File: src/rtl/aes_sched_pkg.sv
// ---------------------------------------------------------------------------
// aes_sched_pkg
// Shared types and constants for the AES core scheduler.
//   sched_state_e : scheduler FSM states (IDLE, ISSUE, BUSY, RESP)
//   AES_BLOCK_W   : width of one AES data block
//   MODE_ENC/DEC  : encoding of the per-job mode bit
// ---------------------------------------------------------------------------
package aes_sched_pkg;

    typedef enum logic [1:0] {
        S_IDLE  = 2'd0,
        S_ISSUE = 2'd1,
        S_BUSY  = 2'd2,
        S_RESP  = 2'd3
    } sched_state_e;

    localparam int   AES_BLOCK_W = 128;
    localparam logic MODE_ENC    = 1'b0;
    localparam logic MODE_DEC    = 1'b1;

endpackage

File: src/rtl/rr_arbiter.sv
// ---------------------------------------------------------------------------
// rr_arbiter
// Combinational round-robin pick: the first asserted request at or after
// index ptr+1, searching upwards with wrap-around. The pointer itself lives
// in the parent so it can be updated only on an accepted request.
//
// Ports:
//   req_valid   in  NUM_REQ : request lines
//   ptr         in  IDX_W   : index of the last winner
//   grant       out NUM_REQ : one-hot grant (zero when nothing requests)
//   grant_idx   out IDX_W   : encoded grant index
//   grant_valid out 1       : some request was granted
// ---------------------------------------------------------------------------
module rr_arbiter #(
    parameter int NUM_REQ = 2,
    parameter int IDX_W   = $clog2(NUM_REQ)
) (
    input  logic [NUM_REQ-1:0] req_valid,
    input  logic [IDX_W-1:0]   ptr,
    output logic [NUM_REQ-1:0] grant,
    output logic [IDX_W-1:0]   grant_idx,
    output logic               grant_valid
);

    // Candidate gi is the requester at distance gi+1 from ptr (wrapped).
    logic [IDX_W-1:0]   cand_idx [NUM_REQ];
    logic [NUM_REQ-1:0] cand_hit;

    for (genvar gi = 0; gi < NUM_REQ; gi++) begin : g_cand
        localparam int OFF = gi + 1;
        logic [IDX_W:0] sum;
        // ptr <= NUM_REQ-1 and OFF <= NUM_REQ, so one subtraction wraps it.
        assign sum = {1'b0, ptr} + (IDX_W+1)'(OFF);
        assign cand_idx[gi] = (sum >= (IDX_W+1)'(NUM_REQ))
                            ? IDX_W'(sum - (IDX_W+1)'(NUM_REQ))
                            : sum[IDX_W-1:0];
        assign cand_hit[gi] = req_valid[cand_idx[gi]];
    end

    // Walk from the farthest candidate to the nearest so the nearest hit wins.
    always_comb begin
        grant       = '0;
        grant_idx   = '0;
        grant_valid = 1'b0;
        for (int k = NUM_REQ - 1; k >= 0; k--) begin
            if (cand_hit[k]) begin
                grant_idx   = cand_idx[k];
                grant_valid = 1'b1;
            end
        end
        if (grant_valid) begin
            grant[grant_idx] = 1'b1;
        end
    end

endmodule

File: src/rtl/aes_core_scheduler.sv
// ---------------------------------------------------------------------------
// aes_core_scheduler
// Shares one AES round core between NUM_REQ requesters. A round-robin
// arbiter picks a job in IDLE, the job is launched with a one-cycle
// core_start (ISSUE), the scheduler waits for core_done (BUSY) and then
// presents the result with the owner's ID until it is accepted (RESP).
// One job is in flight at a time.
//
// Optional feature: define AES_SCHED_TIMEOUT_EN to build a BUSY watchdog.
// After TIMEOUT_CYCLES BUSY cycles without core_done the job is aborted and
// answered with rsp_err=1, rsp_data=0. Without the macro rsp_err is 0 and
// BUSY waits indefinitely.
//
// Ports:
//   clk, reset_n            : clock, asynchronous active-low reset
//   req_valid/ready/mode    : per-requester handshake and mode (1 = decrypt)
//   req_data                : packed blocks, requester i at [i*128 +: 128]
//   core_start              : one-cycle launch pulse
//   core_mode, core_data_in : job presented to the core (stable ISSUE..BUSY)
//   core_done, core_data_out: completion pulse and result from the core
//   rsp_valid/ready         : response handshake
//   rsp_data, rsp_id, rsp_err : result, owning requester, watchdog abort
//   busy                    : high whenever not IDLE
// ---------------------------------------------------------------------------
module aes_core_scheduler
    import aes_sched_pkg::*;
#(
    parameter int NUM_REQ        = 2,
    parameter int ID_W           = $clog2(NUM_REQ),
    parameter int TIMEOUT_CYCLES = 64
) (
    input  logic                           clk,
    input  logic                           reset_n,
    input  logic [NUM_REQ-1:0]             req_valid,
    output logic [NUM_REQ-1:0]             req_ready,
    input  logic [NUM_REQ-1:0]             req_mode,
    input  logic [NUM_REQ*AES_BLOCK_W-1:0] req_data,
    output logic                           core_start,
    output logic                           core_mode,
    output logic [AES_BLOCK_W-1:0]         core_data_in,
    input  logic                           core_done,
    input  logic [AES_BLOCK_W-1:0]         core_data_out,
    output logic                           rsp_valid,
    input  logic                           rsp_ready,
    output logic [AES_BLOCK_W-1:0]         rsp_data,
    output logic [ID_W-1:0]                rsp_id,
    output logic                           rsp_err,
    output logic                           busy
);

    localparam int IDX_W = $clog2(NUM_REQ);

    sched_state_e           state_q, state_d;
    logic [IDX_W-1:0]       ptr_q, ptr_d;
    logic                   job_mode_q, job_mode_d;
    logic [AES_BLOCK_W-1:0] job_data_q, job_data_d;
    logic [IDX_W-1:0]       job_id_q, job_id_d;
    logic [AES_BLOCK_W-1:0] rsp_data_q, rsp_data_d;
    logic                   tmo_hit;

    logic [NUM_REQ-1:0]     grant;
    logic [IDX_W-1:0]       grant_idx;
    logic                   grant_valid;

    rr_arbiter #(
        .NUM_REQ (NUM_REQ),
        .IDX_W   (IDX_W)
    ) u_arb (
        .req_valid   (req_valid),
        .ptr         (ptr_q),
        .grant       (grant),
        .grant_idx   (grant_idx),
        .grant_valid (grant_valid)
    );

`ifdef AES_SCHED_TIMEOUT_EN
    localparam int CNT_W = $clog2(TIMEOUT_CYCLES + 1);

    logic [CNT_W-1:0] tmo_cnt_q, tmo_cnt_d;
    logic             rsp_err_q, rsp_err_d;

    // tmo_cnt_q holds the number of BUSY cycles already spent, so the limit
    // is reached in the BUSY cycle where it equals TIMEOUT_CYCLES-1.
    assign tmo_hit = (state_q == S_BUSY) &&
                     (tmo_cnt_q == CNT_W'(TIMEOUT_CYCLES - 1));

    always_comb begin
        tmo_cnt_d = tmo_cnt_q;
        rsp_err_d = rsp_err_q;
        if (state_q == S_ISSUE) begin
            tmo_cnt_d = '0;
        end else if (state_q == S_BUSY) begin
            tmo_cnt_d = tmo_cnt_q + CNT_W'(1);
            // core_done wins over a watchdog hit in the same cycle
            if (core_done) begin
                rsp_err_d = 1'b0;
            end else if (tmo_hit) begin
                rsp_err_d = 1'b1;
            end
        end
    end

    always_ff @(posedge clk or negedge reset_n) begin
        if (!reset_n) begin
            tmo_cnt_q <= '0;
            rsp_err_q <= 1'b0;
        end else begin
            tmo_cnt_q <= tmo_cnt_d;
            rsp_err_q <= rsp_err_d;
        end
    end

    assign rsp_err = rsp_err_q;
`else
    // The limit only matters with the watchdog built.
    logic unused_timeout;
    assign unused_timeout = (TIMEOUT_CYCLES > 0);
    assign tmo_hit        = 1'b0;
    assign rsp_err        = 1'b0;
`endif

    always_comb begin
        state_d    = state_q;
        ptr_d      = ptr_q;
        job_mode_d = job_mode_q;
        job_data_d = job_data_q;
        job_id_d   = job_id_q;
        rsp_data_d = rsp_data_q;
        case (state_q)
            S_IDLE: begin
                // The winner's valid is high by construction, so a grant in
                // IDLE is a completed handshake.
                if (grant_valid) begin
                    job_mode_d = req_mode[grant_idx];
                    job_data_d = req_data[int'(grant_idx)*AES_BLOCK_W +: AES_BLOCK_W];
                    job_id_d   = grant_idx;
                    ptr_d      = grant_idx;
                    state_d    = S_ISSUE;
                end
            end
            S_ISSUE: begin
                state_d = S_BUSY;
            end
            S_BUSY: begin
                if (core_done) begin
                    rsp_data_d = core_data_out;
                    state_d    = S_RESP;
                end else if (tmo_hit) begin
                    rsp_data_d = '0;
                    state_d    = S_RESP;
                end
            end
            S_RESP: begin
                if (rsp_ready) begin
                    state_d = S_IDLE;
                end
            end
            default: begin
                state_d = S_IDLE;
            end
        endcase
    end

    always_ff @(posedge clk or negedge reset_n) begin
        if (!reset_n) begin
            state_q    <= S_IDLE;
            ptr_q      <= IDX_W'(NUM_REQ - 1);
            job_mode_q <= MODE_ENC;
            job_data_q <= '0;
            job_id_q   <= '0;
            rsp_data_q <= '0;
        end else begin
            state_q    <= state_d;
            ptr_q      <= ptr_d;
            job_mode_q <= job_mode_d;
            job_data_q <= job_data_d;
            job_id_q   <= job_id_d;
            rsp_data_q <= rsp_data_d;
        end
    end

    // req_ready is also gated by reset_n so it reads 0 while reset is held.
    assign req_ready    = (state_q == S_IDLE && reset_n) ? grant : '0;
    assign core_start   = (state_q == S_ISSUE);
    assign core_mode    = job_mode_q;
    assign core_data_in = job_data_q;
    assign rsp_valid    = (state_q == S_RESP);
    assign rsp_data     = rsp_data_q;
    assign rsp_id       = ID_W'(job_id_q);
    assign busy         = (state_q != S_IDLE);

endmodule

File: config.mk
export PLATFORM = sky130hd
export DESIGN_NAME = aes_core_scheduler
export DESIGN_NICKNAME = d
export VERILOG_FILES = /design/src/rtl/aes_sched_pkg.sv /design/src/rtl/rr_arbiter.sv /design/src/rtl/aes_core_scheduler.sv
export SDC_FILE = /design/constraint.sdc
export NUM_CORES = 1
export LEC_CHECK = 0
export BUFFER_PORTS_ARGS = -buffer_cell sky130_fd_sc_hd__clkbuf_2
export CORE_AREA = 2 2 253 255
export CTS_BUF_LIST = sky130_fd_sc_hd__clkbuf_16
export DETAILED_ROUTE_END_ITERATION = 8
export DIE_AREA = 0 0 255 257
export PLACE_DENSITY = 0.45
export REMOVE_ABC_BUFFERS = 1
export SLEW_MARGIN = 40
export SYNTH_ARGS = -nofsm -noshare
export SYNTH_HDL_FRONTEND = slang
export SYNTH_HIERARCHICAL = 1
export SYNTH_SLANG_ARGS = --single-unit
File: constraint.sdc
create_clock -name clk -period 3.95 [get_ports clk]
set_clock_uncertainty 0.1 [all_clocks]
set_input_delay 0.79 -clock clk [delete_from_list [all_inputs] [get_ports clk]]
set_output_delay 0.79 -clock clk [all_outputs]
set_load 0.005 [all_outputs]
# Yosys cells after proc, flatten, opt, wreduce, memory -nomap -nowiden
# Index checks and enable logic that the tools add are counted.
[word_totals]
latch_bits = 0
in_bits = 392
out_inout_bits = 264
regBits = 261
memories = 0
ram_bits = 0
rom_bits = 0
[classes]
n_shift = 1
mul = 0
n_addsub = 4
div = 0
magnitude_cmp = 6
n_mux = 20
bitwise_logic = 0
eq_ne = 6
n_reduce_logical = 7
[ops]
columns = ["op", "count"]
rows = [
  ["$shiftx A256 B9 Y128", 1],
  ["$mux W1", 13],
  ["$mux W2", 5],
  ["$pmux W2 S4", 1],
  ["$lt A1 B2 Y1 const B", 3],
  ["$eq A2 B2 Y1 const B", 2],
  ["$ge A2 B2 Y1 const B", 2],
  ["$ne A2 B2 Y1 const B", 2],
  ["$reduce_and A2 Y1", 2],
  ["$reduce_and A3 Y1", 1],
  ["$add A1 B1 Y2 const B", 1],
  ["$add A1 B2 Y2 const B", 1],
  ["$eq A2 B1 Y1 const B", 1],
  ["$logic_and A1 B1 Y1", 2],
  ["$logic_not A2 Y1", 1],
  ["$ne A2 B1 Y1 const B", 1],
  ["$reduce_bool A2 Y1", 1],
  ["$sub A1 B1 Y1 const B", 2],
  ["$demux W1 S1", 1],
  ["$ge A1 B1 Y1 const B", 1],
]

# Logic depth before layout (Yosys ltp)
# Gate-level depths: netlist of the first run.
[logic_depth]
ltp_word = 13
depth_mapped = 8

# Cells and area by module
# Netlist of the first run, hierarchy kept.
[modules_own_cells]
columns = ["module", "area_per_inst_um2", "cells_each", "instances"]
rows = [
  ["aes_core_scheduler", 10841.6, 859, 1],
  ["rr_arbiter", 32.5, 5, 1],
]

# Worst setup path before layout of the first run
# OpenSTA, ideal clock, no wires.
[synth_path]
kind = "input port to output port"
start = "input port req_valid[1]"
end = "output port req_ready[1]"
required_time_ps = 3060
stages = 2
path_buffers = 0
setup_slack_ps = 1969
t_arrival_ps = 1091
path_cell_list = "a21boi_0 -> and3_1"
[synth_between]
elab_chain_cells = 10
word_cells_on_any_way = 15
[synth_lines]
columns = ["item", "line_no", "source"]
rows = [
  ["start: declaration", "aes_core_scheduler.sv:34", "input logic [NUM_REQ-1:0] req_valid,"],
  ["$mux W1 (implied by the code) (2 in series)", "rr_arbiter.sv:37", "assign cand_hit[gi] = req_valid[cand_idx[gi]];"],
  ["$mux W1 (2 in series)", "rr_arbiter.sv:46", "if (cand_hit[k]) begin"],
  ["$lt A1 B2 Y1 (implied by the code) / $ge A1 B1 Y1 (equally long branches)", "rr_arbiter.sv:52", "grant[grant_idx] = 1'b1;"],
  ["$logic_and A1 B1 Y1 (implied by the code)", "rr_arbiter.sv:52", ""],
  ["$mux W1 (implied by the code)", "rr_arbiter.sv:52", ""],
  ["$demux W1 S1", "--", ""],
  ["$mux W2 (*)", "rr_arbiter.sv:51", "if (grant_valid) begin"],
  ["$mux W2 (*)", "aes_core_scheduler.sv:183", "assign req_ready = (state_q == S_IDLE && reset_n) ? grant : '0;"],
  ["end: declaration", "aes_core_scheduler.sv:35", "output logic [NUM_REQ-1:0] req_ready,"],
]
# Every way passes the cells marked *; elsewhere a longest branch is shown, timed or not. The select of a mux whose other input is x is not followed.

# Worst setup path after layout of the first run
[layout_path]
start = "input port reset_n"
end = "output port req_ready[0]"
[layout_between]
elab_chain_cells = 2
[layout_lines]
columns = ["item", "line_no", "source"]
rows = [
  ["start: declaration", "aes_core_scheduler.sv:33", "input logic reset_n,"],
  ["$logic_and A1 B1 Y1", "aes_core_scheduler.sv:183", ""],
  ["$mux W2", "aes_core_scheduler.sv:183", ""],
]
# Every way passes these cells.

==> results of run 1 <==
cell type report:
cell class              instances  share of cell area [%]
inverters                       7                  0.1620
multi-input cells             538                   25.04
repair buffers                677                   21.83
clock inverters                21                  0.7714
flip-flops and latches        261                   40.27
well taps                     846                   6.526
clock buffers                  35                   5.400
state kept, by name (all words and copies together), names as in the netlist:
register,flops
rsp_id,1
core_data_in,128
rsp_data,128
state_q,2
core_mode,1
ptr_q,1
cells by family (layout without fill, tap and decap cells):
| group | count (synthesis) | in the layout | share of synthesized area, % |
|---|---|---|---|
| simple gates | 141 | 141 | 4.994 |
| other cells | 1 | 1 | 0.03449 |
| mux | 259 | 259 | 25.33 |
| flops | 261 | 261 | 60.07 |
| compound gates | 133 | 133 | 6.236 |
| fa+ha+maj | 4 | 4 | 0.4603 |
| buf+inv | 65 | 740 | 2.877 |
synth_stat cells:
cell type    n  share of area [%]
nor2_1       1              0.034
nand2_1    135                4.7
mux2i_1    130                 12
clkbuf_1    12               0.41
ha_1         4               0.46
or2_1        1              0.058
a222oi_1     1              0.092
a21boi_1     1              0.069
o21ai_0     30                1.4
nand2_2      1              0.058
and2_2       1              0.069
dfrtp_1    260                 60
buf_6        1               0.10
inv_1        7               0.24
a21boi_0     2               0.14
and3_1       2               0.12
dfstp_2      1               0.24
conb_1       1              0.034
buf_2       43                2.0
buf_4        2               0.14
mux2_2     128                 13
o21ai_1     99                4.6
mux2_1       1               0.10
stage by stage:
step	setup slack, ps	hold WS [ps]	total power [uW]	area (um^2)	utilization [%]
finish	1146	376.9	11910	16220	25.86
global route	1084	351.5	12880	16220	25.86
CTS	1119	333.3	12230	16190	25.81
detailed placement	1409	370.8	9302	15180	24.20
global placement	1487	364.5	9211	15180	24.20
floorplan	-11450	349.9	7208	10590	-
where the power goes:
group / leakage, uW / switching (uW) / internal [uW] / total [uW]
sequential: 0.00316 / 694 / 4020 / 4710
clock: 0.000504 / 1200 / 1610 / 2810
combinational: 0.00475 / 2170 / 2230 / 4400
worst max-delay path: stages:
cell           delay (ps)
dlygate4sd3_1         580
buf_8                 230
and3_1                190
clkbuf_2              110
cells in the final DEF, fill, tap and decap left out, types with 3 or more instances in the layout:
cell type | synthesis | layout
clkbuf_16 | 0 | 35
clkinv_2 | 0 | 3
nand2_1 | 135 | 134
mux2_2 | 128 | 128
inv_1 | 7 | 12
clkbuf_2 | 0 | 653
o21ai_0 | 30 | 30
o21ai_1 | 99 | 99
buf_12 | 0 | 5
ha_1 | 4 | 4
clkinv_1 | 0 | 7
mux2i_1 | 130 | 130
dfrtp_1 | 260 | 260
buf_4 | 2 | 16
how the worst max path moves through the flow:
stage / startpoint / end / slack, ps / depth (start not counted)
2_1_floorplan: req_valid[1] / core_data_in[0] / -11450 / 3
3_3_place_gp: req_valid[1] / core_data_in[48] / 1490 / 6
3_5_place_dp: req_valid[1] / core_data_in[51] / 1410 / 6
4_1_cts: reset_n / req_ready[0] / 1120 / 4
5_1_grt: reset_n / req_ready[0] / 1080 / 4
6_report: reset_n / req_ready[0] / 1150 / 4
layer usage:
metal	wire length, um	track usage (%)	part of all wire [%]	vias to the layer above
li1	-	-	-	4288
met1	14400	12.21	38	4144
met4	1356	4.305	3.5	4
met5	27	0	0.070	-
met2	19150	19.97	50	441
met3	3437	3.611	9.0	65
timing repair:
action,4_1_cts,5_1_grt
endpoints found under the hold margin,14,0
gates resized for setup,0,0
buffers inserted,0,0
hold buffers,1,0
==> metrics.md, run 1 <==
| Metric | Value |
|---|---|
| Max-Cap Viols | `0` |
| Crit path time final | `about 2800 ps` |
| Worst-path clk slew | `50 ps` |
| Clk_lat worst skew | `between 500 and 600 ps` |
| Synthesized flop and latch total | `about 260` |
| Max rail drop VDD | `between 300 and 400 uV` |
| Routed len/inst | `about 16 um` |
| Clk buf depth | `3` |
| Die W | `255 um` |
| Largest net degree at the start of global routing | `132` |
| Layout cell share with drive strength beyond 1 | `a little under three fifths` |
| CTS tree | `done` |
| FMAX | `between 300 and 400 MHz` |
| Slew @ Worst Pin | `between 700 and 800 ps` |
| Syn Area/Cell | `about 13 um^2` |
| DRT antenna net count | `0` |
| Register area | `6533 um^2` |
| H-tree depth | `2` |
| P_leak | `around 0.0084 uW` |
| R2r startpoint | `state_q[0]` |
| Initial core utilization | `~17%` |
| Hpwl dp | `between 30000 and 40000 um` |
| HP Class | `flip-flop to flip-flop` |
| Area grow syn2layout | `49.17%` |
| Final setup viols | `0` |
| Worst Reg2Reg Path Length in Cells | `5` |
| Min-Delay Endpoint | `core_mode` |
| Critical path type | `input port to primary output` |
| Core Region | `62740 um^2` |
| Total congestion overflow | `0` |
| Cts bufs inserted | `34` |
| Power per cell area | `734.5 nW/um^2` |
| Drt total wl | `38380 um` |
| Cells after Synth | `864` |
| Worst r2r dst | `rsp_data[31]` |
| CP Capture Type | `primary output` |
| Crit start category | `input port` |
| Area of the multi-input gates | `approximately 4100 um^2` |
| RSZ-0062 raised after global routing | `no` |
| Synthesized area | `roughly 11000 um^2` |
| Routability Congestion | `0.8516` |
| Outcome | `finished clean` |
| Number of global-route vias before repair | `a little over 9000` |
| Rel. slew slack | `roughly 50%` |
| Initial DRC count | `260` |
| Setup tns final | `0 ps` |
| First-pass GRT wire length | `55590 um` |
| Initial antenna violation count | `5` |
| Placed insts | `roughly 2300` |
| Total track usage | `roughly 11%` |
| Die Y | `roughly 260 um` |
| Die area | `between 60000 and 70000 um^2` |
| Via-to-Cell Ratio | `between 3 and 4` |
| CTS sink count | `261` |
| Yosys cell types | `23` |
| WP data required | `between 3000 and 4000 ps` |
| Drt drc | `0` |
| Drt pass-1 iters | `4` |
| Hold path cells | `2` |
| Worst path arrival time | `roughly 1900 ps` |
| Seq/Total Area, Yosys | `roughly 60%` |
| Synth Warn # | `6` |
| Filler instances | `6720` |
| Final hold violations | `0` |
| Fin. max-slew vios | `0` |
| Hold_sp | `core_mode` |
| CTS root buf | `clkbuf_16` |
| Period Utilization, post-route | `between 70% and 80%` |
| Reg2Reg Setup Slack | `about 1700 ps` |
| Post-Layout Cell Count | `between 2000 and 2500` |
| Via count | `around 8900` |
| FP Rows | `92` |
| Ports | `656` |
| Crit Path Max Fanout | `20` |
| Port Buffer Count | `654` |
| # diodes | `0` |
| Nets@finish | `1915` |
Note: power is estimated with default switching activity, not from simulation.
==> run 2: changes to the inputs <==
--- a/config.mk
+++ b/config.mk
@@ -10,7 +10,7 @@
 export CTS_BUF_LIST = sky130_fd_sc_hd__clkbuf_16
 export DETAILED_ROUTE_END_ITERATION = 8
 export DIE_AREA = 0 0 255 257
-export PLACE_DENSITY = 0.45
+export PLACE_DENSITY = 0.46
 export REMOVE_ABC_BUFFERS = 1
 export SLEW_MARGIN = 40
 export SYNTH_ARGS = -nofsm -noshare
==> constraint.sdc (replaced) <==
create_clock -name clk -period 2.35 [get_ports clk]
set_clock_uncertainty 0.1 [all_clocks]
set_input_delay 0.47 -clock clk [delete_from_list [all_inputs] [get_ports clk]]
set_output_delay 0.47 -clock clk [all_outputs]
set_load 0.005 [all_outputs]
==> metrics.md, run 2 (same netlist as run 1, synthesis figures left out) <==
| Metric | Value |
|---|---|
| Outcome | `finished clean (unchanged)` |
| Finished Core Util | `27.72% (was 25.86%)` |
| Worst path arrival time | `1660 ps (was 1910 ps)` |
| Routed len/inst | `16.19 um (was 16.09 um)` |
| Switch Pwr | `7052 uW (was 4063 uW)` |
| Max-Cap Viols | `0 (unchanged)` |
| Largest net degree at the start of global routing | `135 (was 132)` |
| Number of global-route vias before repair | `10020 (was 9190)` |
| Hold path cells | `2 (unchanged)` |
| RSZ-0062 raised after global routing | `no (unchanged)` |
| Total congestion overflow | `0 (unchanged)` |
| Commonest non-fill, non-tap cell in the layout | `clkbuf_2 (unchanged)` |
| Critical Path, Cell by Cell | `inv_1 -> a21boi_1 -> and3_1 -> buf_4 (was dlygate4sd3_1 -> buf_8 -> and3_1 -> clkbuf_2)` |
| Setup tns final | `0 ps (unchanged)` |
| Initial DRC count | `278 (was 260)` |
| Clk buf depth | `3 (unchanged)` |
| Die Y | `257 um (unchanged)` |
| CP Capture Type | `primary output (unchanged)` |
| Slowest stage delay, CP | `550 ps (was 580 ps)` |
| Period Utilization, post-route | `between 90% and 100%` |
| P_leak | `0.008940 uW (was 0.008421 uW)` |
| Commonest non-fill, non-tap cells in the layout | `clkbuf_2, dfrtp_1, nand2_1 (unchanged)` |
| Die area | `65540 um^2 (unchanged)` |
| Combinational fraction of design power | `38.2% (was 36.9%)` |
| R2r startpoint | `state_q[0] (unchanged)` |
| Power per cell area | `1187 nW/um^2 (was 734.5 nW/um^2)` |
| Hold_sp | `core_data_out[121] (was core_mode)` |
| Sequential power share | `38.6% (was 39.5%)` |
| Crit path time final | `2232 ps` |
| H-tree depth | `1 (was 2)` |
| Routability Congestion | `0.8720 (was 0.8516)` |
| Total track usage | `11.70% (was 11.19%)` |
| Nets@finish | `2027 (was 1915)` |
| Fin. max-slew vios | `0 (unchanged)` |
| Worst Reg2Reg Path Length in Cells | `5 (unchanged)` |
| Initial core utilization | `17.33% (unchanged)` |
| Clock share of power | `23.2% (was 23.5%)` |
| Drt drc | `0 (unchanged)` |
| Crit start category | `flip-flop (was input port)` |
| Core Region | `62740 um^2 (unchanged)` |
| Via-to-Cell Ratio | `3.728 (was 3.749)` |
| Cts bufs inserted | `31 (was 34)` |
| Clk_lat worst skew | `580 ps (was 530 ps)` |
| Die W | `255 um (unchanged)` |
| Min-Delay Endpoint | `rsp_data[121] (was core_mode)` |
| CP max-delay cell | `dfstp_2 (was dlygate4sd3_1)` |
| Hpwl dp | `32170 um (was 30550 um)` |
| Layout cell share with drive strength beyond 1 | `53.02% (was 55.43%)` |
| DRT antenna net count | `0 (unchanged)` |
| Max rail drop VDD | `432.3 uV (was 319.9 uV)` |
| WP data required | `1780 ps (was 3060 ps)` |
| Critical path type | `flip-flop to primary output (was input port to primary output)` |
| Switching Share | `34.15% (was 34.10%)` |
| Ports | `656 (unchanged)` |
| Worst-path clk slew | `60 ps (was 50 ps)` |
| Initial antenna violation count | `3 (was 5)` |
| Int Power | `13600 uW (was 7852 uW)` |
| Via count | `9331 (was 8942)` |
| CTS sink count | `261 (unchanged)` |
| Final setup viols | `0 (unchanged)` |
| Rel. slew slack | `56.89% (was 49.91%)` |
| Port Buffer Count | `654 (unchanged)` |
| Drt total wl | `40520 um (was 38380 um)` |
| Final hold violations | `0 (unchanged)` |
| Slew @ Worst Pin | `646.7 ps (was 751.3 ps)` |
| FMAX | `around 450 MHz` |
| Reg2Reg Setup Slack | `430 ps (was 1740 ps)` |
| Drt pass-1 iters | `4 (unchanged)` |
| FP Rows | `92 (unchanged)` |
| Area grow syn2layout | `59.94% (was 49.17%)` |
| First-pass GRT wire length | `58920 um (was 55590 um)` |
| CTS root buf | `clkbuf_16 (unchanged)` |
| CTS tree | `done (unchanged)` |
| HP Class | `input port to flip-flop (was flip-flop to flip-flop)` |
| Worst r2r dst | `rsp_data[53] (was rsp_data[31])` |
| Crit Path Max Fanout | `4 (was 20)` |
[run 2: cell types whose count changed in the layout (fill, tap and decap cells not counted), sizes merged]
cell / previous run / this run
clkbuf: 688 / 683
buf: 23 / 45
diode: 0 / 1
bufinv: 0 / 4
clkinv: 12 / 19
clkinvlp: 2 / 0
inv: 14 / 11
dlygate4sd3: 1 / 95
[run 2: worst max-delay path by stage]
stage | startpoint | endpoint | slack, ps | cells after the start
after floorplan | req_valid[1] | core_data_in[0] | -12730 | 3
after global placement | req_valid[0] | state_q[1] | 340 | 5
after detailed placement | req_valid[0] | state_q[1] | 340 | 5
after CTS | ptr_q | req_ready[0] | 6 | 4
after global routing | ptr_q | req_ready[0] | 20 | 4
final | ptr_q | req_ready[0] | 120 | 4
[run 2: area by class of cell]
cell class	count	area, um^2
fill	6590	45340
sequential	261	6533
timing repair buffer	792	4692
multi-input combinational	538	4074
tap	846	1059
clock buffer	31	775.7
clock inverter	27	230.2
inverter	7	26.28
antenna	1	2.502
[run 2: metal layers]
layer	up-vias	wire [um]	track usage, %
li1	4523	-	-
met2	441	20760	21.80
met4	0	1398	4.126
met3	62	4300	4.329
met1	4305	14060	11.78
met5	-	0	0
[run 2: timing repair]
| item | in CTS | in global routing |
|---|---|---|
| resized for setup | 3 | 2 |
| cloned | 0 | 0 |
| hold buffers | 94 | 1 |
| hold endpoints to repair | 156 | 1 |
| setup buffers | 0 | 1 |
| endpoints found under the setup margin | 2 | 1 |
[run 2: power groups by stage]
stage / combinational [uW] / sequential [uW] / clock (uW)
after floorplan: 3770 / 8060 / 0
after global placement: 7820 / 8030 / 0
after detailed placement: 7990 / 8030 / 0
after CTS: 8130 / 8010 / 4980
after global routing: 8830 / 8280 / 5200
final: 7900 / 7970 / 4780
[run 2: critical path: cells and delay by family, from the launching register on]
family,cells,cell delay (ps)
flops,1,550
simple gates,1,180
buf+inv,2,170
compound gates,1,170
[run 2: metrics by stage]
| step | hold slack, ps | cell area [um^2] | cells | worst slack [ps] | total power, uW |
|---|---|---|---|---|---|
| 2_1_floorplan | 74.41 | 10590 | 806 | -12730 | 11830 |
| 3_3_place_gp | 200.7 | 15380 | 2347 | 338.7 | 15850 |
| 3_5_place_dp | 202.1 | 15380 | 2347 | 335.4 | 16020 |
| 4_1_cts | 0.2883 | 17340 | 2499 | 5.840 | 21120 |
| 5_1_grt | 0.09809 | 17390 | 2502 | 16.63 | 22310 |
| 6_report | 32.82 | 17390 | 2503 | 118.1 | 20650 |
==> run 3: changes to the inputs <==
--- a/config.mk
+++ b/config.mk
@@ -11,7 +11,6 @@
 export DETAILED_ROUTE_END_ITERATION = 8
 export DIE_AREA = 0 0 255 257
 export PLACE_DENSITY = 0.46
-export REMOVE_ABC_BUFFERS = 1
 export SLEW_MARGIN = 40
 export SYNTH_ARGS = -nofsm -noshare
 export SYNTH_HDL_FRONTEND = slang
==> metrics.md, run 3 (same netlist as run 1, synthesis figures left out) <==
| Metric | Value |
|---|---|
| Outcome | `finished clean (unchanged)` |
| CTS root buf | `clkbuf_16 (unchanged)` |
| Ports | `656 (unchanged)` |
| Drt drc | `0 (unchanged)` |
| Worst-path clk slew | `60 ps (about the same)` |
| Clk buf depth | `3 (unchanged)` |
| DRT antenna net count | `0 (unchanged)` |
| Crit path time final | `2223 ps (was 2232 ps)` |
| Crit Path Max Fanout | `7 (was 4)` |
| Rel. slew slack | `51.65% (was 56.89%)` |
| Final worst slack | `127.4 ps (was 118.1 ps)` |
| Fin. max-slew vios | `0 (unchanged)` |
| Routed len/inst | `14.98 um (was 16.19 um)` |
| Slew @ Worst Pin | `725.2 ps (was 646.7 ps)` |
| Final setup viols | `0 (unchanged)` |
| Period Utilization, post-route | `94.58% (was 94.98%)` |
| Commonest non-fill, non-tap cells in the layout | `clkbuf_2, dfrtp_1, nand2_1 (unchanged)` |
| CP Capture Type | `primary output (unchanged)` |
| CTS sink count | `261 (unchanged)` |
| Area grow syn2layout | `59.92% (was 59.94%)` |
| Clk_lat worst skew | `570 ps (was 580 ps)` |
| Nets@finish | `2025 (was 2027)` |
| Via count | `9284 (was 9331)` |
| Die area | `65540 um^2 (unchanged)` |
| FP Rows | `92 (unchanged)` |
| P_leak | `0.008921 uW (was 0.008940 uW)` |
| Final hold violations | `0 (unchanged)` |
| Syn nets | `between 1000 and 1500` |
| Commonest non-fill, non-tap cell in the layout | `clkbuf_2 (unchanged)` |
| Pre-CTS setup slack | `328.6 ps (was 335.4 ps)` |
| Layout cell share with drive strength beyond 1 | `52.27% (was 53.02%)` |
| HP Class | `input port to flip-flop (unchanged)` |
| Cts bufs inserted | `30 (was 31)` |
| Filler instances | `6676 (was 6590)` |
| WP data required | `1780 ps (about the same)` |
| Number of setup buffers added after CTS | `0 (unchanged)` |
| Initial core utilization | `17.33% (unchanged)` |
| Worst path arrival time | `1650 ps (was 1660 ps)` |
| Number of global-route vias before repair | `9882 (was 10020)` |
| Total congestion overflow | `0 (unchanged)` |
| Total track usage | `10.85% (was 11.70%)` |
| Setup tns final | `0 ps (unchanged)` |
| Drt total wl | `37460 um (was 40520 um)` |
| CTS tree | `done (unchanged)` |
| Die W | `255 um (unchanged)` |
| Drt pass-1 iters | `4 (unchanged)` |
| Die Y | `257 um (unchanged)` |
| Max-Cap Viols | `0 (unchanged)` |
| Hpwl dp | `29440 um (was 32170 um)` |
| Crit start category | `flip-flop (unchanged)` |
| FMAX | `449.9 MHz (was 448.0 MHz)` |
| Core Region | `62740 um^2 (unchanged)` |
| Power per cell area | `1179 nW/um^2 (was 1187 nW/um^2)` |
| Routability Congestion | `0.7778 (was 0.8720)` |
| Initial antenna violation count | `2 (was 3)` |
| Via-to-Cell Ratio | `3.712 (was 3.728)` |
| Critical path type | `flip-flop to primary output (unchanged)` |
| First-pass GRT wire length | `55490 um (was 58920 um)` |
| Largest net degree at the start of global routing | `122 (was 135)` |
| Max rail drop VDD | `448.6 uV (was 432.3 uV)` |
| Port Buffer Count | `654 (unchanged)` |
| Initial DRC count | `266 (was 278)` |
| H-tree depth | `1 (unchanged)` |
run 3: cell count changes in the layout (fill, tap and decap cells not counted), sizes merged:
cell / before / now
buf: 45 / 35
dlygate4sd3: 95 / 103
clkinv: 19 / 16
bufinv: 4 / 6
diode: 1 / 2
run 3: power by group:
group / switching, uW / internal [uW]
Clock: 1910 / 2960
Sequential: 1160 / 6750
Combinational: 3750 / 3970
run 3: what timing repair did:
item	CTS	global route
endpoints found under the hold margin	240	1
cloned	0	0
setup endpoints to repair	2	2
hold buffers	102	1
pin swaps	0	0
resized for setup	1	1
run 3: layer usage:
metal	part of all wire [%]	track usage, %
met1	37	11.58
met3	7.7	2.670
met4	2.3	3.070
met2	53	20.80
met5	0	0
run 3: worst paths after layout:
check / startpoint / to / slack, ps / depth (start not counted)
worst max-delay path: state_q[0] / req_ready[0] / 130 / 4
worst min-delay path: core_data_out[77] / rsp_data[77] / 40 / 2
worst max register to register: state_q[0] / rsp_data[97] / 340 / 5
worst min register to register: core_data_in[115] / core_data_in[115] / 380 / 2
max in group asynchronous: reset_n / core_data_in[7] / 980 / 3
min in group asynchronous: reset_n / core_mode / 240 / 2
run 3: worst max-delay path, stage by stage (launching register included):
cell	delay [ps]
dfrtp_1	390
inv_1	160
ha_4	230
and3_1	180
clkbuf_2	120
run 3: through the flow:
| stage | instances | utilization (%) | total power [uW] | hold WS [ps] | instance area (um^2) |
|---|---|---|---|---|---|
| after floorplan | 864 | - | 11570 | 74.41 | 10870 |
| after global placement | 2340 | 24.42 | 15580 | 219.1 | 15320 |
| after detailed placement | 2340 | 24.42 | 15760 | 219.9 | 15320 |
| after CTS | 2498 | 27.68 | 20920 | 0.9315 | 17370 |
| after global routing | 2500 | 27.72 | 22140 | 0.6552 | 17390 |
| final | 2501 | 27.72 | 20500 | 37.57 | 17390 |
run 3: cell type report:
type,count,area [um^2],share of cell area [%]
Multi-Input combinational cell,538,4074,23.43
Clock inverter,26,274.0,1.576
Sequential cell,261,6533,37.56
Antenna cell,2,5.005,0.02878
Clock buffer,30,750.7,4.317
Tap cell,846,1059,6.087
Inverter,7,26.28,0.1511
Timing Repair Buffer,791,4669,26.85
